**config.mk**
```make
export PLATFORM = sky130hd
export DESIGN_NAME = noc_input_port_flat
export DESIGN_NICKNAME = d
export VERILOG_FILES = /design/src/rtl/noc_input_port_if.sv /design/src/rtl/noc_input_port.sv /design/src/flat_wrapper.sv
export SDC_FILE = /design/constraint.sdc
export NUM_CORES = 1
export LEC_CHECK = 0
export ABC_AREA = 1
export BUFFER_PORTS_ARGS = -buffer_cell sky130_fd_sc_hd__buf_4
export CORE_MARGIN = 3
export CORE_UTILIZATION = 35
export DETAILED_ROUTE_END_ITERATION = 7
export SLEW_MARGIN = 10
export SYNTH_ARGS = -nofsm -noshare
export SYNTH_HDL_FRONTEND = slang
export SYNTH_SLANG_ARGS = --single-unit
```
**constraint.sdc**
```tcl
create_clock -name clk -period 5.4 [get_ports clk]
set_clock_uncertainty 0.15 [all_clocks]
set_input_delay 0.54 -clock clk [delete_from_list [all_inputs] [get_ports clk]]
set_output_delay 0.54 -clock clk [all_outputs]
set_load 0.01 [all_outputs]
```
**src/rtl/noc_input_port_if.sv**
```systemverilog
// Flit-side handshake and crossbar-side request/grant signals of one router input port.
// The port drives the slave modport; the upstream link and arbiters sit on the master side.
interface noc_input_port_if;
    logic [3:0] flit_in;
    logic       flit_valid_in;
    logic       flit_ready_in;
    logic [4:0] request;
    logic [4:0] grant_vec;
    logic [3:0] flit_out;
    logic       flit_out_valid;

    modport master (
        output flit_in, flit_valid_in, grant_vec,
        input  flit_ready_in, request, flit_out, flit_out_valid
    );

    modport slave (
        input  flit_in, flit_valid_in, grant_vec,
        output flit_ready_in, request, flit_out, flit_out_valid
    );
endinterface

```
**src/rtl/noc_input_port.sv**
```systemverilog
// NoC router input port: flit FIFO, XY route computation on the buffered header,
// and a request/grant FSM that streams one whole packet per grant.
module noc_input_port #(
    parameter logic [1:0]  MY_X             = 2'd1,
    parameter logic [1:0]  MY_Y             = 2'd1,
    parameter int unsigned FLITS_PER_PACKET = 8,
    parameter int unsigned FIFO_DEPTH       = 16
) (
    input  logic            clk,
    input  logic            reset,
    noc_input_port_if.slave port_if
);
    localparam int unsigned PTR_W  = (FIFO_DEPTH > 1) ? $clog2(FIFO_DEPTH) : 1;
    localparam int unsigned CNT_W  = $clog2(FIFO_DEPTH + 1);
    localparam int unsigned FLIT_W = (FLITS_PER_PACKET > 1) ? $clog2(FLITS_PER_PACKET) : 1;
    localparam int unsigned PKT_W  = $clog2(FIFO_DEPTH / FLITS_PER_PACKET + 1);

    localparam logic [PTR_W-1:0]  PTR_LAST  = PTR_W'(FIFO_DEPTH - 1);
    localparam logic [CNT_W-1:0]  CNT_FULL  = CNT_W'(FIFO_DEPTH);
    localparam logic [FLIT_W-1:0] FLIT_LAST = FLIT_W'(FLITS_PER_PACKET - 1);

    localparam logic [4:0] PORT_LOCAL = 5'b10000;
    localparam logic [4:0] PORT_NORTH = 5'b01000;
    localparam logic [4:0] PORT_SOUTH = 5'b00100;
    localparam logic [4:0] PORT_EAST  = 5'b00010;
    localparam logic [4:0] PORT_WEST  = 5'b00001;

    typedef enum logic [1:0] {
        IDLE    = 2'd0,
        REQUEST = 2'd1,
        SEND    = 2'd2
    } state_e;

    state_e            state_q, state_d;
    logic [3:0]        mem_q [FIFO_DEPTH];
    logic [PTR_W-1:0]  wr_ptr_q, wr_ptr_d;
    logic [PTR_W-1:0]  rd_ptr_q, rd_ptr_d;
    logic [CNT_W-1:0]  count_q, count_d;
    logic [PKT_W-1:0]  pkt_cnt_q, pkt_cnt_d;
    logic [FLIT_W-1:0] flit_cnt_q, flit_cnt_d;
    logic [FLIT_W-1:0] send_cnt_q, send_cnt_d;
    logic [4:0]        route_q, route_d;
    logic [4:0]        request_q, request_d;
    logic [3:0]        flit_out_q, flit_out_d;
    logic              flit_out_valid_q, flit_out_valid_d;

    logic       ready;
    logic       push;
    logic       pop;
    logic       pkt_done;
    logic       pkt_start;
    logic [3:0] head_flit;
    logic [4:0] head_route;

    assign ready     = !reset && (count_q < CNT_FULL);
    assign push      = port_if.flit_valid_in && ready;
    assign pkt_done  = push && (flit_cnt_q == FLIT_LAST);
    assign pkt_start = (state_q == REQUEST) && |(port_if.grant_vec & route_q);
    assign head_flit = mem_q[rd_ptr_q];

    // The FIFO head is always a header whenever a route is latched, since only whole packets leave.
    always_comb begin
        head_route = PORT_LOCAL;
        if (head_flit[3:2] > MY_X) begin
            head_route = PORT_EAST;
        end else if (head_flit[3:2] < MY_X) begin
            head_route = PORT_WEST;
        end else if (head_flit[1:0] > MY_Y) begin
            head_route = PORT_NORTH;
        end else if (head_flit[1:0] < MY_Y) begin
            head_route = PORT_SOUTH;
        end
    end

    // NOTE: every signal gets a default first so no path through this block can infer a latch.
    always_comb begin
        state_d          = state_q;
        route_d          = route_q;
        request_d        = request_q;
        send_cnt_d       = send_cnt_q;
        flit_out_d       = flit_out_q;
        flit_out_valid_d = flit_out_valid_q;
        pop              = 1'b0;

        case (state_q)
            IDLE: begin
                if (pkt_cnt_q != '0) begin
                    state_d   = REQUEST;
                    route_d   = head_route;
                    request_d = head_route;
                end
            end
            REQUEST: begin
                if (pkt_start) begin
                    state_d          = SEND;
                    request_d        = '0;
                    pop              = 1'b1;
                    send_cnt_d       = '0;
                    flit_out_d       = head_flit;
                    flit_out_valid_d = 1'b1;
                end
            end
            SEND: begin
                if (send_cnt_q == FLIT_LAST) begin
                    flit_out_d       = '0;
                    flit_out_valid_d = 1'b0;
                    if (pkt_cnt_q != '0) begin
                        state_d   = REQUEST;
                        route_d   = head_route;
                        request_d = head_route;
                    end else begin
                        state_d = IDLE;
                    end
                end else begin
                    pop        = 1'b1;
                    send_cnt_d = send_cnt_q + 1'b1;
                    flit_out_d = head_flit;
                end
            end
            default: begin
                state_d = IDLE;
            end
        endcase
    end

    always_comb begin
        wr_ptr_d = wr_ptr_q;
        if (push) begin
            wr_ptr_d = (wr_ptr_q == PTR_LAST) ? '0 : wr_ptr_q + 1'b1;
        end

        rd_ptr_d = rd_ptr_q;
        if (pop) begin
            rd_ptr_d = (rd_ptr_q == PTR_LAST) ? '0 : rd_ptr_q + 1'b1;
        end

        count_d = count_q;
        if (push && !pop) begin
            count_d = count_q + 1'b1;
        end else if (pop && !push) begin
            count_d = count_q - 1'b1;
        end

        flit_cnt_d = flit_cnt_q;
        if (push) begin
            flit_cnt_d = (flit_cnt_q == FLIT_LAST) ? '0 : flit_cnt_q + 1'b1;
        end

        pkt_cnt_d = pkt_cnt_q;
        if (pkt_done && !pkt_start) begin
            pkt_cnt_d = pkt_cnt_q + 1'b1;
        end else if (pkt_start && !pkt_done) begin
            pkt_cnt_d = pkt_cnt_q - 1'b1;
        end
    end

    always_ff @(posedge clk) begin
        if (reset) begin
            state_q          <= IDLE;
            wr_ptr_q         <= '0;
            rd_ptr_q         <= '0;
            count_q          <= '0;
            pkt_cnt_q        <= '0;
            flit_cnt_q       <= '0;
            send_cnt_q       <= '0;
            route_q          <= '0;
            request_q        <= '0;
            flit_out_q       <= '0;
            flit_out_valid_q <= 1'b0;
        end else begin
            state_q          <= state_d;
            wr_ptr_q         <= wr_ptr_d;
            rd_ptr_q         <= rd_ptr_d;
            count_q          <= count_d;
            pkt_cnt_q        <= pkt_cnt_d;
            flit_cnt_q       <= flit_cnt_d;
            send_cnt_q       <= send_cnt_d;
            route_q          <= route_d;
            request_q        <= request_d;
            flit_out_q       <= flit_out_d;
            flit_out_valid_q <= flit_out_valid_d;
        end
    end

    // NOTE: the flit storage has no reset; an entry is only read after it has been written.
    always_ff @(posedge clk) begin
        if (push) begin
            mem_q[wr_ptr_q] <= port_if.flit_in;
        end
    end

    assign port_if.flit_ready_in  = ready;
    assign port_if.request        = request_q;
    assign port_if.flit_out       = flit_out_q;
    assign port_if.flit_out_valid = flit_out_valid_q;

endmodule

```
**src/flat_wrapper.sv**
```systemverilog
// flat-port wrapper written by rule: the top's interface ports become plain ports
module noc_input_port_flat 
#(
    parameter logic [1:0]  MY_X             = 2'd1,
    parameter logic [1:0]  MY_Y             = 2'd1,
    parameter int unsigned FLITS_PER_PACKET = 8,
    parameter int unsigned FIFO_DEPTH       = 16
)
  (clk, reset, port_if_flit_in, port_if_flit_valid_in, port_if_grant_vec, port_if_flit_ready_in, port_if_request, port_if_flit_out, port_if_flit_out_valid);
  noc_input_port_if port_if_i ();
  input  logic clk;
  input  logic reset;
  input wire logic [$bits(port_if_i.flit_in)-1:0] port_if_flit_in;
  input wire logic [$bits(port_if_i.flit_valid_in)-1:0] port_if_flit_valid_in;
  input wire logic [$bits(port_if_i.grant_vec)-1:0] port_if_grant_vec;
  output wire logic [$bits(port_if_i.flit_ready_in)-1:0] port_if_flit_ready_in;
  output wire logic [$bits(port_if_i.request)-1:0] port_if_request;
  output wire logic [$bits(port_if_i.flit_out)-1:0] port_if_flit_out;
  output wire logic [$bits(port_if_i.flit_out_valid)-1:0] port_if_flit_out_valid;
  assign port_if_i.flit_in = port_if_flit_in;
  assign port_if_i.flit_valid_in = port_if_flit_valid_in;
  assign port_if_i.grant_vec = port_if_grant_vec;
  assign port_if_flit_ready_in = port_if_i.flit_ready_in;
  assign port_if_request = port_if_i.request;
  assign port_if_flit_out = port_if_i.flit_out;
  assign port_if_flit_out_valid = port_if_i.flit_out_valid;
  noc_input_port #(.MY_X(MY_X), .MY_Y(MY_Y), .FLITS_PER_PACKET(FLITS_PER_PACKET), .FIFO_DEPTH(FIFO_DEPTH)) u_core (.clk(clk), .reset(reset), .port_if(port_if_i));
endmodule
```
=== After elaboration in Yosys (flattened, before gate mapping) ===
Memory sizes are Yosys's and may differ from the RTL's. A register that Yosys moved wholly into a read port is not among the register bits.
Index checks and enable logic that the tools add are counted.
Widths: inputs -> output; s select.

* Bits in registers: 38
* Bits in writable memories: 64
* Bits of input ports: 12
* Output and inout port bits: 11
* Logic and storage cells: 102
* Memories: 1

* Add/sub/neg operators: 8
* $lt $le $gt $ge: 5
* Equal/unequal tests: 10
* Muxes and demuxes: 39
* Bitwise operators: 1
* Reductions and logical operators: 27

{| class="wikitable"
|+ Memories
! memory !! words !! bits a word !! rd ports !! clocked after Yosys merged registers in !! write ports !! line !! text
|-
| u_core.mem_q || 16 || 4 || 1 || 1 || 1 || noc_input_port.sv:35 || <nowiki>logic [3:0] mem_q [FIFO_DEPTH];</nowiki>
|}

{| class="wikitable"
|+ Operator list
! cell !! count
|-
| $mux 5 || 11
|-
| $mux 4 || 6
|-
| $pmux 5 s3 || 1
|-
| $reduce_and 3->1 || 4
|-
| $mux 2 || 5
|-
| $pmux 5 s2 || 1
|-
| $reduce_bool 2->1 || 5
|-
| $mux 3 || 3
|-
| $add 4x1->4 const B || 2
|-
| $eq 4x4->1 const B || 2
|-
| $logic_and 1x1->1 || 8
|-
| $pmux 4 s2 || 1
|-
| $mux 1 || 7
|-
| $add 3x1->3 const B || 2
|-
| $eq 3x3->1 const B || 2
|-
| $ne 2x1->1 const B || 3
|-
| $pmux 2 s3 || 1
|-
| $pmux 3 s2 || 1
|-
| $add 5x1->5 const B || 1
|-
| $and 5x5->5 || 1
|-
| $logic_not 1->1 || 5
|-
| $lt 5x5->1 const B || 1
|-
| $reduce_or 5->1 || 1
|-
| $sub 5x1->5 const B || 1
|-
| 11 further kinds || 15
|}

=== Depth between registers and ports, before layout ===
* Word-level depth: 8
* Mapped depth: 17
* Mapped depth without buffers: 17

=== Least setup slack after synthesis ===
No wires, ideal clock.

* Path kind: reg-to-reg
* Start point: register u_core.state_q[0]
* End point: register u_core.count_q[4]
* Library setup time: 131 ps
* Arrival time: 2384 ps
* Setup slack: 2735 ps
* Cell stages (with the launch flop): 18
* Period minus slack after synthesis: 2665 ps
* Path through: dfxtp_1 -> inv_1 -> ha_1 -> inv_1 -> nor2_1 -> inv_1 -> nand2_1 -> nand2_1 -> ha_1 -> inv_1 -> ha_1 -> nand2_1 -> nor2_1 -> a211oi_1 -> nor2_1 -> nor2_1 -> and3_1 -> nor3_1

* Cells in the longest elaborated chain, start to end: 7
* Elaborated cells between the ends (all ways): 10
* Those cells by class: eq/ne: 2; mux: 3; reduce/logical: 5

{| class="wikitable"
|+ Ends and longest elaborated chain
! element !! line !! text
|-
| from (decl) || noc_input_port.sv:34 || <nowiki>state_e state_q, state_d;</nowiki>
|-
| from (signal assigned) || noc_input_port.sv:171 || <nowiki>state_q <= state_d;</nowiki>
|-
| $eq 2x1->1 || noc_input_port.sv:58, noc_input_port.sv:85 ||
|-
| $logic_and 1x1->1 || noc_input_port.sv:58 || <nowiki>assign pkt_start = (state_q == REQUEST) && |(port_if.grant_vec & route_q);</nowiki>
|-
| $mux 1 || noc_input_port.sv:94 || <nowiki>if (pkt_start) begin</nowiki>
|-
| $pmux 1 s2 (*) || noc_input_port.sv:85 || <nowiki>case (state_q)</nowiki>
|-
| $logic_not 1->1 || noc_input_port.sv:138 || <nowiki>if (push && !pop) begin</nowiki>
|-
| $logic_and 1x1->1 || noc_input_port.sv:138 ||
|-
| $mux 5 / $reduce_bool 2->1 (equally long branches) || - ||
|-
| to (signal assigned) || noc_input_port.sv:174 || <nowiki>count_q <= count_d;</nowiki>
|-
| to (decl) || noc_input_port.sv:38 || <nowiki>logic [CNT_W-1:0] count_q, count_d;</nowiki>
|}

Every way passes the cells marked *; elsewhere a longest branch is shown, timed or not.
A chain may end at the register's enable or synchronous reset.

=== Worst setup path after layout ===
Same ends and word-level chain as after synthesis.

==> flow_metrics.tcl <==
set metrics [dict create \
    syn2layout_area_growth_pct 12.4 \
    io_buffers 22 \
    dp_hpwl_mm 6.80 \
    drt_iter0_markers 291 \
    synth_seq_area_share 0.576 \
    holdWs_ps 305 \
    grt_pass1_wl_mm 15.9 \
    worstSetupStartpointType "flip-flop" \
    ir_drop_mv 0.149 \
    p_int_mw 1.32 \
    syn_avg_cell_area_um2 9.10 \
    final_core_utilization 0.405 \
    cts_tree "done" \
    worst_pin_slew_ps 678 \
    ff2ff_setup_slack_ps 2390 \
    cap_violations 0 \
    reg2reg_to "u_core.count_q[4]" \
    htreeDepth 3 \
    first_pass_iters 4 \
    grtUsageTotal 0.136 \
    die_h_um 123 \
    cp-end-kind "flip-flop" \
    synthMuxAreaShare 0 \
    finalNonFillerCells 728 \
    p_per_area_mw_per_mm2 316 \
    yosys.area_share.adder 0.0538 \
    p_switching_uw 376 \
    max_freq_ghz 0.332 \
    root_buffer "clkbuf_16" \
    final_nets 579 \
    total_power_mw 1.70 \
    avgRoutedWirePerCell_um 13.8 \
    cts_hold_repair.buffers 0 \
    grt_overflow 0 \
    antenna_found_initial 0 \
    synth_top_family_by_area "simple AND/OR/NAND/NOR gates" \
    ys_types 34 \
    die_x_um 123 \
    reg2regPathDepth 17 \
    final_area_mm2 0.00539 \
    clk_pin_slew_ps 70 \
    finalSetupTns_ps 0 \
    place_area_mm2 0.00508 \
    power_frac_seq 0.521 \
    r2r-start "u_core.state_q[0]" \
    rsz0062_at_grt "no" \
    ant_nets 0 \
    swShare 0.221 \
    setup_violations 0 \
    cp_max_fo 8 \
    worstPathRequired_ps 5480 \
    diodes 0 \
    num_vias 3473 \
    pwr-share-clk 0.402 \
    pin_count 23 \
    synthSimpleGateAreaFrac 0.226 \
    drive_above_1_share 0.0870 \
    critPathKind "reg -> reg" \
    min_period_ps 3010 \
    arrival_ps 3090 \
    hp-start "u_core.count_q[0]" \
    synth_xor_area_frac 0.00548 \
    post_cts_buffers 0 \
    gp_congestion 0.819 \
    grt_max_degree 34 \
    dp_slack_ps 2360 \
    viasPerCell 4.77 \
    cts_resized 0 \
    cts_sinks 106 \
    grt_pass1_vias 3227 \
    hold_viol_final 0 \
    worstHoldEndpoint "u_core.count_q[0]" \
    setup_slack_ps 2390 \
    worstSkewPairLatency_ps 340 \
    dp_cells 712 \
    hold_path_class "reg -> reg" \
    synthesis.nets 559 \
    synth_area_mm2 0.00479 \
    drv_slew 0 \
    core_area_mm2 0.0133 \
    fill_cells 1289 \
    hold_depth 1 \
    syn_inst 527 \
    clk_path_buf_depth 2 \
    rows 42 \
    drc_errors 0 \
    p_comb_frac 0.077 \
    leakage_nw 2.22 \
    wl_mm 10.1 \
    slew_headroom 0.547 \
    synth-seq-cells 106 \
    status "finished clean" \
    synth_warnings 0 \
    start_util 0.361 \
    cts_buffers 9 \
    synth_compound_area_frac 0.0639 \
    die_area_mm2 0.0151 \
    finalCritPeriodShare 0.557 \
]
[logic make-up after synthesis]
family	count (synthesis)
DFF	106
xor gates and xnor gates	3
buffers and inverters	80
and+or+nand+nor	260
adders and majority gates	20
AOI/OAI and AO/OA	58
[routing by layer]
layer	routed length, um	GRT usage	vias to the layer above
met4	172	0.0478	0
li1	-	-	1754
met3	433	0.0284	11
met1	4520	0.177	1648
met5	0	0	-
met2	4940	0.228	60
[critical path, cell delays in order, from the launching register on]
cell      delay, ps
dfxtp_1         440
inv_1            90
ha_1            230
inv_1            80
nor2_1           50
inv_1           110
nand2_1          60
nand2_1         190
ha_1            290
inv_1           110
ha_1            340
nand2_1          80
nor2_1           40
a211oi_1        240
nor2_1           70
nor2_1          110
and3_1          160
nor3_1           40
[power by group through the flow]
stage	clock [mW]	combinational (mW)	sequential [mW]
floorplan	0	0.0846	0.903
global placement	0	0.126	0.903
detailed placement	0	0.132	0.904
CTS	0.694	0.132	0.886
global route	0.725	0.150	0.888
finish	0.684	0.131	0.886
[cell usage after synthesis]
cell	instances	area, um^2
inv_1	62	233
buf_4	4	30.0
buf_1	1	3.75
ha_1	19	238
nand3_2	2	20.0
inv_2	2	7.51
nor2_2	1	6.26
clkbuf_1	2	7.51
o21a_1	1	7.51
dfxtp_1	42	841
o21ai_0	19	95.1
nor3_1	3	15.0
clkinv_1	1	3.75
nor4_1	1	6.26
a31oi_1	1	6.26
o21bai_1	1	7.51
nand2_4	1	11.3
nor2_4	1	11.3
nand2_1	152	571
nor2_1	46	173
and3_1	1	6.26
inv_4	1	6.26
edfxtp_1	64	1920
nand3_1	49	245
nand2_2	3	18.8
buf_2	2	10.0
o31ai_1	1	7.51
xnor2_1	2	17.5
a21oi_1	31	155
o21ai_1	1	5.00
buf_6	5	56.3
a211oi_1	3	22.5
xor2_1	1	8.76
fa_1	1	20.0
[cell usage in the layout, fill, tap and decap left out, types with 2 or more instances in the layout]
| cell | instances |
|---|---|
| clkinvlp_2 | 2 |
| clkbuf_16 | 9 |
| o21ai_0 | 19 |
| buf_4 | 23 |
| nand2_1 | 152 |
| nand3_1 | 49 |
| inv_2 | 2 |
| edfxtp_1 | 64 |
| nor2_1 | 46 |
| a211oi_1 | 3 |
| nand3_2 | 2 |
| clkinv_1 | 2 |
| nand2_2 | 3 |
| ha_1 | 19 |
| nor3_1 | 3 |
| a21oi_1 | 31 |
| dfxtp_1 | 42 |
| bufinv_16 | 2 |
| xnor2_1 | 2 |
| inv_1 | 62 |
[flip-flops by register name, summed over array words and instances (netlist names), named ones only]
name	count
u_core.route_q	5
u_core.port_if.flit_out	4
u_core.pkt_cnt_q	2
u_core.wr_ptr_q	4
u_core.port_if.flit_out_valid	1
u_core.state_q	2
u_core.rd_ptr_q	4
u_core.mem_q	64
u_core.port_if.request	5
u_core.count_q	5
u_core.send_cnt_q	3
u_core.flit_cnt_q	3
[cell type report]
class / count / area (um^2) / share of cell area
flip-flops and latches: 106 / 2760 / 0.513
inverters: 66 / 250 / 0.0464
well taps: 176 / 220 / 0.0409
clock inverters: 6 / 81.3 / 0.0151
repair buffers: 23 / 173 / 0.0320
multi-input cells: 341 / 1670 / 0.311
clock buffers: 10 / 229 / 0.0425
[how the worst max path moves through the flow]
| stage | slack, ps | cells after the start | end | start |
|---|---|---|---|---|
| after floorplan | 2730 | 17 | u_core.count_q[4] | u_core.state_q[0] |
| final | 2390 | 17 | u_core.count_q[4] | u_core.state_q[0] |
| after CTS | 2400 | 17 | u_core.count_q[4] | u_core.state_q[0] |
| after global placement | 2450 | 18 | u_core.count_q[4] | port_if_grant_vec[1] |
| after detailed placement | 2360 | 18 | u_core.count_q[4] | port_if_grant_vec[0] |
| after global routing | 1960 | 17 | u_core.count_q[4] | u_core.state_q[0] |
Note: power is estimated with default switching activity, not from simulation.
